## src/rtl/rpn_stack_calc.sv

```systemverilog
// RPN evaluator: accepts number/operator tokens over stb/ack, evaluates them on an
// internal stack of WIDTH x DEPTH entries and emits the result or an error code on '='.
module rpn_stack_calc #(
  parameter int WIDTH = 32,
  parameter int DEPTH = 8,
  localparam int CW = $clog2(DEPTH + 1)
) (
  input  logic             clk,
  input  logic             rst,
  input  logic             input_stb,
  input  logic [WIDTH-1:0] input_dat,
  input  logic             input_operator,
  output logic             input_ack,
  output logic             output_stb,
  output logic [WIDTH-1:0] output_dat,
  output logic [1:0]       output_err,
  input  logic             output_ack,
  output logic [CW-1:0]    stack_count,
  output logic [1:0]       dbg_state
);

  localparam int AW = (DEPTH > 1) ? $clog2(DEPTH) : 1;

  localparam logic [2:0] OP_MUL  = 3'd1;
  localparam logic [2:0] OP_ADD  = 3'd2;
  localparam logic [2:0] OP_SUB  = 3'd3;
  localparam logic [2:0] OP_EQ   = 3'd4;
  localparam logic [2:0] OP_DUP  = 3'd5;
  localparam logic [2:0] OP_SWAP = 3'd6;
  localparam logic [2:0] OP_CLR  = 3'd7;

  localparam logic [1:0] ERR_NONE  = 2'd0;
  localparam logic [1:0] ERR_UNDER = 2'd1;
  localparam logic [1:0] ERR_OVER  = 2'd2;
  localparam logic [1:0] ERR_BAD   = 2'd3;

  typedef enum logic [1:0] {IDLE = 2'd0, EXEC = 2'd1, OUT = 2'd2} state_t;

  state_t           state_q, state_d;
  logic [WIDTH-1:0] tok_dat_q, tok_dat_d;
  logic             tok_op_q, tok_op_d;
  logic             input_ack_q, input_ack_d;
  logic             output_stb_q, output_stb_d;
  logic [WIDTH-1:0] output_dat_q, output_dat_d;
  logic [1:0]       output_err_q, output_err_d;
  logic [CW-1:0]    count_q, count_d;
  logic [WIDTH-1:0] stack_q [DEPTH];
  logic [WIDTH-1:0] stack_d [DEPTH];

  logic [AW-1:0]    push_idx, top_idx, next_idx;
  logic [WIDTH-1:0] top_val, next_val, alu_res;
  logic [1:0]       err_code;

  // Top of stack lives at index count-1; indices are only used when guarded by count.
  assign push_idx = AW'(count_q);
  assign top_idx  = AW'(count_q - CW'(1));
  assign next_idx = AW'(count_q - CW'(2));
  assign top_val  = stack_q[top_idx];
  assign next_val = stack_q[next_idx];

  // Low WIDTH bits of a product are identical for signed and unsigned operands.
  always_comb begin
    alu_res = '0;
    case (tok_dat_q[2:0])
      OP_MUL:  alu_res = next_val * top_val;
      OP_ADD:  alu_res = next_val + top_val;
      OP_SUB:  alu_res = next_val - top_val;
      default: alu_res = '0;
    endcase
  end

  always_comb begin
    state_d      = state_q;
    tok_dat_d    = tok_dat_q;
    tok_op_d     = tok_op_q;
    input_ack_d  = 1'b0;
    output_stb_d = output_stb_q;
    output_dat_d = output_dat_q;
    output_err_d = output_err_q;
    count_d      = count_q;
    stack_d      = stack_q;
    err_code     = ERR_NONE;
    case (state_q)
      IDLE: begin
        if (input_stb && !input_ack_q) begin
          tok_dat_d   = input_dat;
          tok_op_d    = input_operator;
          input_ack_d = 1'b1;
          state_d     = EXEC;
        end
      end
      EXEC: begin
        state_d = IDLE;
        if (!tok_op_q) begin
          if (count_q < CW'(DEPTH)) begin
            stack_d[push_idx] = tok_dat_q;
            count_d           = count_q + CW'(1);
          end else begin
            err_code = ERR_OVER;
          end
        end else begin
          case (tok_dat_q[2:0])
            OP_MUL, OP_ADD, OP_SUB: begin
              if (count_q >= CW'(2)) begin
                stack_d[next_idx] = alu_res;
                count_d           = count_q - CW'(1);
              end else begin
                err_code = ERR_UNDER;
              end
            end
            OP_EQ: begin
              if (count_q == CW'(1)) begin
                output_stb_d = 1'b1;
                output_dat_d = top_val;
                output_err_d = ERR_NONE;
                state_d      = OUT;
              end else if (count_q == '0) begin
                err_code = ERR_UNDER;
              end else begin
                err_code = ERR_BAD;
              end
            end
            OP_DUP: begin
              if (count_q == '0) begin
                err_code = ERR_UNDER;
              end else if (count_q >= CW'(DEPTH)) begin
                err_code = ERR_OVER;
              end else begin
                stack_d[push_idx] = top_val;
                count_d           = count_q + CW'(1);
              end
            end
            OP_SWAP: begin
              if (count_q >= CW'(2)) begin
                stack_d[top_idx]  = next_val;
                stack_d[next_idx] = top_val;
              end else begin
                err_code = ERR_UNDER;
              end
            end
            OP_CLR:  count_d  = '0;
            default: err_code = ERR_BAD;
          endcase
        end
        // Errors leave the stack alone; it is discarded when the result is acknowledged.
        if (err_code != ERR_NONE) begin
          stack_d      = stack_q;
          count_d      = count_q;
          output_stb_d = 1'b1;
          output_dat_d = '0;
          output_err_d = err_code;
          state_d      = OUT;
        end
      end
      OUT: begin
        if (output_ack) begin
          output_stb_d = 1'b0;
          output_err_d = ERR_NONE;
          count_d      = '0;
          state_d      = IDLE;
        end
      end
      default: state_d = IDLE;
    endcase
  end

  always_ff @(posedge clk or posedge rst) begin
    if (rst) begin
      state_q      <= IDLE;
      tok_dat_q    <= '0;
      tok_op_q     <= 1'b0;
      input_ack_q  <= 1'b0;
      output_stb_q <= 1'b0;
      output_dat_q <= '0;
      output_err_q <= ERR_NONE;
      count_q      <= '0;
    end else begin
      state_q      <= state_d;
      tok_dat_q    <= tok_dat_d;
      tok_op_q     <= tok_op_d;
      input_ack_q  <= input_ack_d;
      output_stb_q <= output_stb_d;
      output_dat_q <= output_dat_d;
      output_err_q <= output_err_d;
      count_q      <= count_d;
    end
  end

  always_ff @(posedge clk) begin
    stack_q <= stack_d;
  end

  assign input_ack   = input_ack_q;
  assign output_stb  = output_stb_q;
  assign output_dat  = output_dat_q;
  assign output_err  = output_err_q;
  assign stack_count = count_q;
  assign dbg_state   = state_q;

endmodule

```

## config.mk

```make
export PLATFORM = sky130hd
export DESIGN_NAME = rpn_stack_calc
export DESIGN_NICKNAME = d
export VERILOG_FILES = /design/src/rtl/rpn_stack_calc.sv
export SDC_FILE = /design/constraint.sdc
export NUM_CORES = 2
export LEC_CHECK = 0
export CAP_MARGIN = 25
export CELL_PAD_IN_SITES_DETAIL_PLACEMENT = 2
export CELL_PAD_IN_SITES_GLOBAL_PLACEMENT = 2
export CORE_AREA = 8 8 325 327
export CTS_BUF_LIST = sky130_fd_sc_hd__clkbuf_2
export CTS_CLUSTER_DIAMETER = 150
export CTS_CLUSTER_SIZE = 20
export DETAILED_ROUTE_END_ITERATION = 12
export DIE_AREA = 0 0 333 335
export MAX_ROUTING_LAYER = met4
export PLACE_DENSITY = 0.92
export SYNTH_ARGS = -nofsm -noshare
export SYNTH_HDL_FRONTEND = slang
export SYNTH_SLANG_ARGS = --single-unit
```

## constraint.sdc

```tcl
create_clock -name clk -period 23.7 [get_ports clk]
set_input_delay 2.37 -clock clk [delete_from_list [all_inputs] [get_ports clk]]
set_output_delay 2.37 -clock clk [all_outputs]
set_load 0.03 [all_outputs]
```

==> results of run 1 <==
[kinds of logic after synthesis]
| logic type | after synthesis | synth area share (%) |
|---|---|---|
| compound gates | 1567 | 22.8 |
| simple gates | 1553 | 14.5 |
| buf+inv | 917 | 7.97 |
| fa+ha+maj | 577 | 23.0 |
| flops | 331 | 21.4 |
| mux | 206 | 7.55 |
| xor+xnor | 125 | 2.74 |
[cells in the mapped netlist (8+ instances only)]
library cell,number,area share (%)
mux4_2,97,4.9
a221oi_1,95,1.9
nor3_1,55,0.62
edfxtp_1,256,17
xor2_1,36,0.70
fa_1,409,18
a21o_1,39,0.65
buf_4,11,0.18
clkbuf_1,369,3.1
dfrtp_1,75,4.2
a31o_2,11,0.22
mux2_2,39,0.98
nand2_1,569,4.8
a41oi_1,9,0.18
or3_1,9,0.13
mux2i_1,66,1.5
inv_1,423,3.5
ha_1,168,4.7
a2111oi_0,14,0.27
and2_1,21,0.29
nand4_1,9,0.13
buf_2,21,0.23
a22oi_1,34,0.57
o221ai_1,136,2.7
nand2b_1,79,1.1
buf_1,73,0.61
o22ai_1,92,1.3
or2_2,11,0.15
o211ai_1,30,0.50
xnor2_1,78,1.5
nand3_1,42,0.47
a221o_1,8,0.18
clkinv_1,14,0.12
o21ai_0,386,4.3
o21a_1,12,0.20
o31ai_1,48,0.81
xnor3_1,8,0.40
a211oi_1,31,0.52
a22o_1,55,1.1
a21oi_1,349,3.9
a31oi_1,130,1.8
nor2_1,686,5.8
and3_1,19,0.27
nor2b_1,25,0.35
o2111ai_1,12,0.23
[per-stage QoR]
stage	utilization [%]	area, µm²
floorplan	-	44700
global placement	46.9	47300
detailed placement	46.9	47300
CTS	47.2	47600
[routing by layer]
layer | track usage, % | GRT overflow
met1 | 69.5 | 2
met4 | 69.8 | 56
met2 | 84.0 | 40
met3 | 62.7 | 23
met5 | - | -
==> run metrics, run 1 <==
Most used DFF post-synth edfxtp_1; Setup Fix Bufs, Post-CTS 0; grt ovf 121; Post-synth EDFFs 256; Post-Syn Area 44,700 µm²; antenna violations before repair 37; CTS Buf Count 22; Inst Count DP 6,373; Die H 335 µm; row count 117; Initial Util 44.4%; gr usage total 72.3%; Failed at 5_1_grt; post-synthesis cell count 5,276; Post-Syn Area per Cell 8.48 µm²; Run Error [ERROR GRT-0232] Routing congestion too high. Check the congestion heatmap in the GUI.; IO Port Bufs 78; die width 333 µm; Place WS 10,780 ps; YS warnings 0; H-tree depth 1; outcome did not finish; clk root buf clkbuf_2; Ports 79; #FFs+latches synth 331; synth unique cells 91; largest net degree at the start of global routing 75; Num Clock Sinks 331; post_cts resized 0; gp weighted congestion 1.03; post-synthesis sequential area ratio 21.4%; hold-fix buffer count after cts 0; DP Wirelength 194,000 µm; Clock Path Buffers 3; Async SR Flop Fraction 22.7%; Mapped Nets 5,890
==> run 2, diff against run 1 <==
==> config.mk (replaced) <==
export PLATFORM = sky130hd
export DESIGN_NAME = rpn_stack_calc
export DESIGN_NICKNAME = d
export VERILOG_FILES = /design/src/rtl/rpn_stack_calc.sv
export SDC_FILE = /design/constraint.sdc
export NUM_CORES = 2
export LEC_CHECK = 0
export CAP_MARGIN = 25
export CORE_AREA = 8 8 344 346
export DETAILED_ROUTE_END_ITERATION = 12
export DIE_AREA = 0 0 352 354
export PLACE_DENSITY_LB_ADDON = 0.15
export SYNTH_ARGS = -nofsm -noshare
export SYNTH_HDL_FRONTEND = slang
export SYNTH_SLANG_ARGS = --single-unit
==> run 2 against run 1 <==
Against the previous run:
- the run now ends clean
- synthesized cell count did not move
- area after synthesis did not move
==> run metrics, run 2 <==
outcome finished clean; Max Transition Viols Final 0; row count 124 (+6.0%); critical path type flop to flop; vias in the first global route 43,844; met3 wire len 29,200 µm; detailed-router iteration count before antenna repair 7; post-synthesis sequential area ratio 21.4% (unchanged); unrepaired setup endpoints after global routing false; die area 125,000 µm²; Crit path largest cell delay 670 ps; crit path to stack_q[254]$_DFFE_PP_; synth unique cells 91 (unchanged); Clock Skew 32.0 ps; CP most frequent cell fa_1; post-synthesis cell count 5,276 (unchanged); layout cells sized above 1 10.5%; Most used DFF post-synth edfxtp_1; crit path max-delay cell type inv_2; Critical Path RT 24,070 ps; Crit. End Element flop; Tmin final 12,510 ps; min-delay src output_dat[23]$_DFFE_PP0P_; Synth area leaders fa_1, edfxtp_1, nor2_1, mux4_2, nand2_1; Clock Path Buffers 3 (unchanged); die width 352 µm (+5.7%); fmax 79.9 MHz; Biggest register stack_q; drt wl/cell 33.8 µm; via count 45,225; grt ovf 0; top cells by count, synth nor2_1, nand2_1, inv_1; final hold violation count 0; final setup vio count 0; max reg flops 256; met2 wire length 95,000 µm; first-pass GRT wire length 320,000 µm; largest net degree at the start of global routing 119; hold-fix buffer count after cts 0 (unchanged); post-layout util 43.3%; setup TNS 0 ps; # DRC 0; clk root buf clkbuf_16; post-synth top area cell fa_1; Post-Syn Area 44,700 µm² (unchanged); Post-Syn Area per Cell 8.48 µm² (unchanged); period utilization 52.8%; post-route ant nets 0; WL met1 80,500 µm; gp weighted congestion 1.01 (-1.4%); post-synth top area share 18.3% (unchanged); #FFs+latches synth 331 (unchanged); TritonCTS clock tree done; fin nets 5,728; most common cell after layout, fill and taps aside nor2_1; most frequent cells in the layout nor2_1, nand2_1, inv_1, fa_1, o21ai_0; gr usage total 34.7%; Initial DRC Count 7,300; Place WS 11,410 ps (+624 ps); Final WS setup 11,190 ps; r2r startpoint stack_count[0]$_DFFE_PP0P_; Avg Vias per Cell 6.79; Initial Util 39.5% (-4.9 points); uppermost layer routed met5; Die H 354 µm (+5.7%); Ports 79 (unchanged); Num Clock Sinks 331 (unchanged); Critical R2R Capture stack_q[254]$_DFFE_PP_; final wirelength 225,000 µm; DP Wirelength 150,000 µm (-23%); Mapped Nets 5,890 (unchanged); Worst R2R Path Depth 33; Async SR Flop Fraction 22.7% (unchanged); Slew HR 19.6%; YS warnings 0 (unchanged); CTS clk-pin slew, worst paths 60 ps; post_cts resized 0 (unchanged); clock latency on the worst-skew pair 630 ps; type of the most critical hold path flop to flop; H-tree depth 2 (+1); Core ar. 113,000 µm²; IO Port Bufs 78 (unchanged); Worst Path Arrival 12,880 ps; Max Cap Viol 0; top-count cell post-synth nor2_1; CTS Buf Count 44 (+100%); Crit. Startpoint stack_count[0]$_DFFE_PP0P_; Post-synth EDFFs 256 (unchanged); Reg2Reg Setup Slack 11,190 ps; worst-path maximum fanout 44; area growth from synthesis to layout 9.47%; Setup Fix Bufs, Post-CTS 0 (unchanged); Slew @ Worst Pin 1210 ps; CP Launch Type flop; antenna violations before repair 9
run 2: cell counts after synthesis:
No cell type changed its count.
run 2: worst min path at each step:
stage,endpoint,slack [ps],cells past startpoint
after floorplan,tok_dat_q[10]$_DFFE_PP0P_,470,1
after global placement,output_dat[0]$_DFFE_PP0P_,460,2
after detailed placement,output_dat[14]$_DFFE_PP0P_,470,2
after CTS,output_dat[14]$_DFFE_PP0P_,480,2
after global routing,output_dat[30]$_DFFE_PP0P_,510,2
final,output_dat[23]$_DFFE_PP0P_,480,2
run 2: logic make-up after synthesis:
logic type	count (synthesis)	share of synthesized area [%]
AOI/OAI and AO/OA	1567	22.8
and+or+nand+nor	1553	14.5
buffers and inverters	917	7.97
adders and majority gates	577	23.0
DFF	331	21.4
muxes	206	7.55
xor gates and xnor gates	125	2.74
run 2: routing by layer:
layer  GRT usage [%]  up-vias
met3            9.66     1029
met2            52.1     3521
li1                -    18401
met5               0        -
met1            42.9    22266
met4            24.6        8
run 2: critical path, delay by kind of cell, from the launching register on:
| family | cells | cell delay [ps] |
|---|---|---|
| DFF | 1 | 630 |
| muxes | 2 | 770 |
| AOI/OAI and AO/OA | 7 | 1940 |
| and+or+nand+nor | 6 | 1530 |
| adders and majority gates | 10 | 4820 |
| buffers and inverters | 8 | 2410 |
run 2: layout make-up:
class	count	area [µm²]
clock buffers	61	1210
fillers	11159	64100
clock inverters	18	110
inverters	437	1640
flip-flops and latches	331	9580
multi-input cells	4028	32200
diodes	2	5.00
well taps	1512	1890
repair buffers	272	2310
run 2: metrics by stage:
stage / area [µm²] / hold slack [ps] / std cells
after CTS: 48900 / 485 / 6653
final: 49000 / 480 / 6661
after floorplan: 44700 / 471 / 5276
after global placement: 47500 / 460 / 6568
after detailed placement: 47600 / 472 / 6574
after global routing: 49000 / 511 / 6659
Power of run 2 is not shown: default switching activity piles up to over one toggle a cycle in this logic, so the estimate is an artifact.
